<file path="config.mk">
export PLATFORM = sky130hd
export DESIGN_NAME = use_send
export DESIGN_NICKNAME = d
export VERILOG_FILES = /design/src/rtl/use_frame_pkg.sv /design/src/rtl/use_send.sv
export SDC_FILE = /design/constraint.sdc
export NUM_CORES = 1
export LEC_CHECK = 0
export CAP_MARGIN = 15
export CORE_MARGIN = 2
export CORE_UTILIZATION = 46
export CTS_CLUSTER_DIAMETER = 120
export DETAILED_ROUTE_END_ITERATION = 6
export GPL_ROUTABILITY_DRIVEN = 0
export PLACE_DENSITY = 0.73
export SYNTH_ARGS = -nofsm -noshare
export SYNTH_HDL_FRONTEND = slang
export SYNTH_SLANG_ARGS = --single-unit
</file>
<file path="constraint.sdc">
create_clock -name sclk -period 2.15 [get_ports sclk]
set_clock_uncertainty 0.15 [all_clocks]
set_input_delay 0.3225 -clock sclk [delete_from_list [all_inputs] [get_ports sclk]]
set_output_delay 0.3225 -clock sclk [all_outputs]
set_load 0.01 [all_outputs]
</file>
<file path="src/rtl/use_frame_pkg.sv">
// Shared frame constants and FSM encoding for the UART command-frame link.
// Both the transmitter (use_send) and the receiver import this package, so the
// two ends agree on header, trailer and frame length.
// Optional feature macro: CHECKSUM_EN adds an XOR checksum byte before the trailer.
package use_frame_pkg;

   localparam logic [7:0] HEAD0 = 8'hAB;
   localparam logic [7:0] HEAD1 = 8'hCD;
   localparam logic [7:0] TAIL  = 8'hEF;

`ifdef CHECKSUM_EN
   localparam int IDX_W     = 4;
   localparam int FRAME_LEN = 9;
`else
   localparam int IDX_W     = 3;
   localparam int FRAME_LEN = 8;
`endif

   localparam logic [IDX_W-1:0] LAST = IDX_W'(FRAME_LEN - 1);

   typedef enum logic [1:0] {
      IDLE = 2'd0,
      SEND = 2'd1,
      WAIT = 2'd2,
      DONE = 2'd3
   } state_t;

   // XOR of the five payload bytes {ctrl, time_ctrl}
   function automatic logic [7:0] payload_xor(input logic [39:0] p);
      return p[39:32] ^ p[31:24] ^ p[23:16] ^ p[15:8] ^ p[7:0];
   endfunction

endpackage

</file>
<file path="src/rtl/use_send.sv">
// Frame transmitter: latches {ctrl, time_ctrl} on request and feeds the UART
// byte transmitter one byte per send_en / tx_done handshake:
//   AB CD ctrl T3 T2 T1 T0 [csum] EF
// Optional feature macro: CHECKSUM_EN (9-byte frame with XOR checksum).
module use_send
   import use_frame_pkg::*;
(
   input  logic        sclk,
   input  logic        rst,
   input  logic        send_req,
   input  logic [7:0]  ctrl,
   input  logic [31:0] time_ctrl,
   input  logic        tx_done,
   output logic [7:0]  tx_data,
   output logic        tx_send_en,
   output logic        busy,
   output logic        frame_done
);

   state_t           state;
   logic [IDX_W-1:0] idx;
   logic [39:0]      shadow;
   logic [7:0]       cur_byte;

`ifdef CHECKSUM_EN
   logic [7:0]       csum;

   // Checksum latched together with the payload so it never sees mid-frame input changes
   always_ff @(posedge sclk or negedge rst) begin
      if (!rst)
         csum <= 8'h00;
      else if (state == IDLE && send_req)
         csum <= payload_xor({ctrl, time_ctrl});
   end
`endif

   // Byte select for the current frame position
   always_comb begin
      cur_byte = TAIL;
      case (idx)
         IDX_W'(0): cur_byte = HEAD0;
         IDX_W'(1): cur_byte = HEAD1;
         IDX_W'(2): cur_byte = shadow[39:32];
         IDX_W'(3): cur_byte = shadow[31:24];
         IDX_W'(4): cur_byte = shadow[23:16];
         IDX_W'(5): cur_byte = shadow[15:8];
         IDX_W'(6): cur_byte = shadow[7:0];
`ifdef CHECKSUM_EN
         IDX_W'(7): cur_byte = csum;
`endif
         default:   cur_byte = TAIL;
      endcase
   end

   // Frame sequencer with registered outputs
   always_ff @(posedge sclk or negedge rst) begin
      if (!rst) begin
         state      <= IDLE;
         idx        <= '0;
         shadow     <= '0;
         tx_data    <= 8'h00;
         tx_send_en <= 1'b0;
         busy       <= 1'b0;
         frame_done <= 1'b0;
      end else begin
         tx_send_en <= 1'b0;
         frame_done <= 1'b0;
         case (state)
            IDLE: begin
               busy <= 1'b0;
               if (send_req) begin
                  shadow <= {ctrl, time_ctrl};
                  idx    <= '0;
                  busy   <= 1'b1;
                  state  <= SEND;
               end
            end
            SEND: begin
               tx_data    <= cur_byte;
               tx_send_en <= 1'b1;
               state      <= WAIT;
            end
            WAIT: begin
               // tx_done coinciding with our own send_en pulse belongs to no byte of ours
               if (tx_done && !tx_send_en) begin
                  if (idx == LAST) begin
                     frame_done <= 1'b1;
                     state      <= DONE;
                  end else begin
                     idx   <= idx + IDX_W'(1);
                     state <= SEND;
                  end
               end
            end
            DONE: begin
               busy  <= 1'b0;
               state <= IDLE;
            end
            default: state <= IDLE;
         endcase
      end
   end

endmodule
</file>
==> out/qor.log <==
INFO  clock_tree     insertion_delay_of_the_later_clocked_pin_in_the_worst_skew_pair=310ps
INFO  sta            clock.fmax=487MHz
INFO  placed_design  dp_hpwl=3650um
INFO  global_routing pin_count_of_the_biggest_net_entering_global_routing=57
INFO  pwr            p_per_area=1280nW/um^2
INFO  sta            period_needed=2050ps
INFO  pwr            p_leak=1.39nW
INFO  placed_design  dp_worst_setup_slack=15.3ps
INFO  floorplanning  pin_count=55
INFO  synthesis      synth_nets=253
INFO  drt            viasPerCell=5.41
INFO  floorplanning  initial_util=0.472
INFO  clock_tree     number_of_h_tree_branching_levels=2
INFO  global_routing global_route_wire_length_before_repair=8760um
INFO  sta            fin_ws=96.5ps
INFO  layout         fillerInstances=450
INFO  synthesis      synth-seq-area-share=0.546
INFO  worst_setup_path crit_fanout=4
INFO  synthesis      post-synth-top-count-cell=sky130_fd_sc_hd__dfrtp_1
INFO  clock_tree     cts.sink_count=56
INFO  sta            timing.final.hold_violations=0
INFO  clock_tree     clkTransAtPathRegs=100ps
INFO  floorplanning  core=5440squm
INFO  synthesis      synthTopCellsByArea=sky130_fd_sc_hd__dfrtp_1 55%, sky130_fd_sc_hd__mux2_2 19%, sky130_fd_sc_hd__ha_1 5.4%, sky130_fd_sc_hd__a22o_1 1.7%, sky130_fd_sc_hd__a222oi_1 1.6%
INFO  worst_setup_path setup.worst_path.class=reg -> reg
INFO  placed_design  io_buffers=54
INFO  synthesis      synth.yosys.warnings=0
INFO  drt            detail_routed_net_length_per_standard_cell=16.0um
INFO  sta            max_transition_viols_final=0
INFO  layout         multiInputGateArea=1090squm
INFO  outcome        run_status=completed
INFO  global_routing total_track_usage=0.184
INFO  drt            drt_wl_total=5240um
INFO  floorplanning  core.rowCount=27
INFO  pwr            vdd.ir_drop.worst=0.630mV
INFO  sta            grt_setup_unrepaired=no
INFO  synthesis      post-synth-top-area-fraction=0.546
INFO  clock_tree     cts_root_buf=sky130_fd_sc_hd__clkbuf_8
INFO  min_path       holdCritPathClass=reg -> reg
INFO  layout         final_nets=310
INFO  clock_tree     clock_buffer_depth=2
INFO  sta            report.final.setup_viol=0
INFO  drt            antenna_left=0
INFO  floorplanning  die_width=78.7um
INFO  synthesis      synth_top_cells_by_count=56 x sky130_fd_sc_hd__dfrtp_1, 43 x sky130_fd_sc_hd__mux2_2, 11 x sky130_fd_sc_hd__ha_1
INFO  global_routing total_congestion_overflow=0
INFO  sta            period_share=0.955
INFO  worst_setup_path critical_path_arrival=2110ps
INFO  global_routing antenna_found_initial=0
INFO  worst_setup_path cp-end-kind=flop
INFO  synthesis      ys.flop_type=sky130_fd_sc_hd__dfrtp_1
INFO  global_routing first_global_vias=1793
INFO  sta            tns=0ps
INFO  sta            worst_slew_margin_rel=0.722
INFO  placed_design  dp_cells=319
INFO  layout         postLayoutCoreUtil=0.611
INFO  synthesis      synth_cell_types=34
INFO  drt            drt_drc_violations_left=0
INFO  floorplanning  design.die.area=6200squm
INFO  synthesis      synth_cells=198
INFO  synthesis      synth-async-reset-ratio=1.00
INFO  clock_tree     tritoncts=built
INFO  layout         synthToLayoutAreaGrowth=29.4%
INFO  drt            drtIter0Drc=111
INFO  synthesis      syn-cell-area=2570squm
INFO  layout         sequential_cell_area=1400squm
INFO  layout         stdcell_area=3320squm
INFO  synthesis      synth_area_per_cell=13.0squm
INFO  floorplanning  floorplan.die.height=78.7um
INFO  drt            vias=1774
INFO  clock_tree     tritoncts.num_buffers=5
INFO  synthesis      synth_enable_flop_cells=0
INFO  layout         antenna-diode-count=0
INFO  synthesis      ys_ff_latch=56
INFO  placed_design  placedInstanceArea=3210squm
INFO  layout         finish.cell_count_without_fillers=328
INFO  sta            worst_pin_slew=417ps
INFO  worst_setup_path worst_setup_path_start_kind=flop
INFO  worst_setup_path worst_endpoint_required_time=2210ps
INFO  run            drv.max_cap_violation_count=0
INFO  layout         post_route_cells_drive_above_1_share=0.250
INFO  drt            drt_pass1_iterations=5
INFO  synthesis      netlist.top_cell.by_area=sky130_fd_sc_hd__dfrtp_1
worst paths after layout:
| path | start | end | slack [ps] | cells past startpoint |
|---|---|---|---|---|
| worst max-delay path | idx[0] | state[1] | 100 | 5 |
| worst min-delay path | busy | busy | 350 | 2 |
| worst max register to register | idx[0] | state[1] | 100 | 5 |
| worst min register to register | busy | busy | 350 | 2 |
| max in group asynchronous | rst | shadow[17] | 1220 | 3 |
| min in group asynchronous | rst | shadow[10] | 380 | 3 |
through the flow:
stage          power (mW)  hold slack [ps]
6_report             4.26              353
5_1_grt              4.55              375
3_3_place_gp         3.59              194
4_1_cts              4.25              366
2_1_floorplan        3.03             -123
3_5_place_dp         3.66              194
repair_timing:
action | CTS | global route
gates resized for setup | 1 | 2
setup endpoints to repair | 1 | 4
hold endpoints to repair | 56 | 0
hold buffers | 1 | 0
pin swaps | 0 | 1
buffers inserted | 0 | 0
cells in the final DEF (no fill, tap or decap), drive strengths merged, types with 3 or more instances in the layout:
cell | synthesis | layout
nand2 | 7 | 7
nor2 | 10 | 10
mux2 | 43 | 43
a22oi | 3 | 3
nand3 | 4 | 4
a222oi | 4 | 4
ha | 11 | 11
dfrtp | 56 | 56
nand2b | 4 | 4
inv | 7 | 7
clkbuf | 3 | 6
a31oi | 5 | 5
o32a | 3 | 3
clkdlybuf4s50 | 0 | 53
buf | 9 | 8
a21oi | 3 | 3
a22o | 6 | 6
cell families after synthesis:
logic type / after synthesis / share of synthesized area
adder cells (fa/ha/maj): 11 / 0.0536
flip-flops: 56 / 0.546
buffers and inverters: 19 / 0.0341
AO/OA/AOI/OAI: 37 / 0.113
AND/OR/NAND/NOR: 31 / 0.0619
multiplexers: 44 / 0.192
registers in the layout (all words and copies together), names as in the netlist:
| register | flops |
|---|---|
| state | 2 |
| tx_send_en | 1 |
| frame_done | 1 |
| busy | 1 |
| idx | 3 |
| tx_data | 8 |
| shadow | 40 |
per-layer routing:
metal / part of all wire / track usage / wire length, um / vias up
met5: 0 / 0 / 0 / -
met4: 0.020 / 0.0754 / 104 / 0
met3: 0.052 / 0.0398 / 275 / 8
met2: 0.45 / 0.271 / 2380 / 57
met1: 0.47 / 0.266 / 2480 / 878
li1: - / - / - / 831
power by group:
part | internal, mW | switching, mW | total [mW]
registers | 1.56 | 0.287 | 1.84
clock network | 0.233 | 0.345 | 0.578
logic | 1.04 | 0.799 | 1.84
cell type report:
class | count | share of cell area
Tap cell | 72 | 0.0271
Clock inverter | 2 | 0.00489
Inverter | 7 | 0.00790
Multi-Input combinational cell | 123 | 0.329
Clock buffer | 6 | 0.0218
Sequential cell | 56 | 0.422
Timing Repair Buffer | 62 | 0.187
worst max-delay path, cell delays in order, from the launching register on:
cell,delay [ps]
sky130_fd_sc_hd__dfrtp_1,410
sky130_fd_sc_hd__ha_1,230
sky130_fd_sc_hd__ha_1,190
sky130_fd_sc_hd__or3b_2,520
sky130_fd_sc_hd__a21o_1,220
sky130_fd_sc_hd__a22o_1,240
No activity file was read; power rests on OpenSTA's default activity.
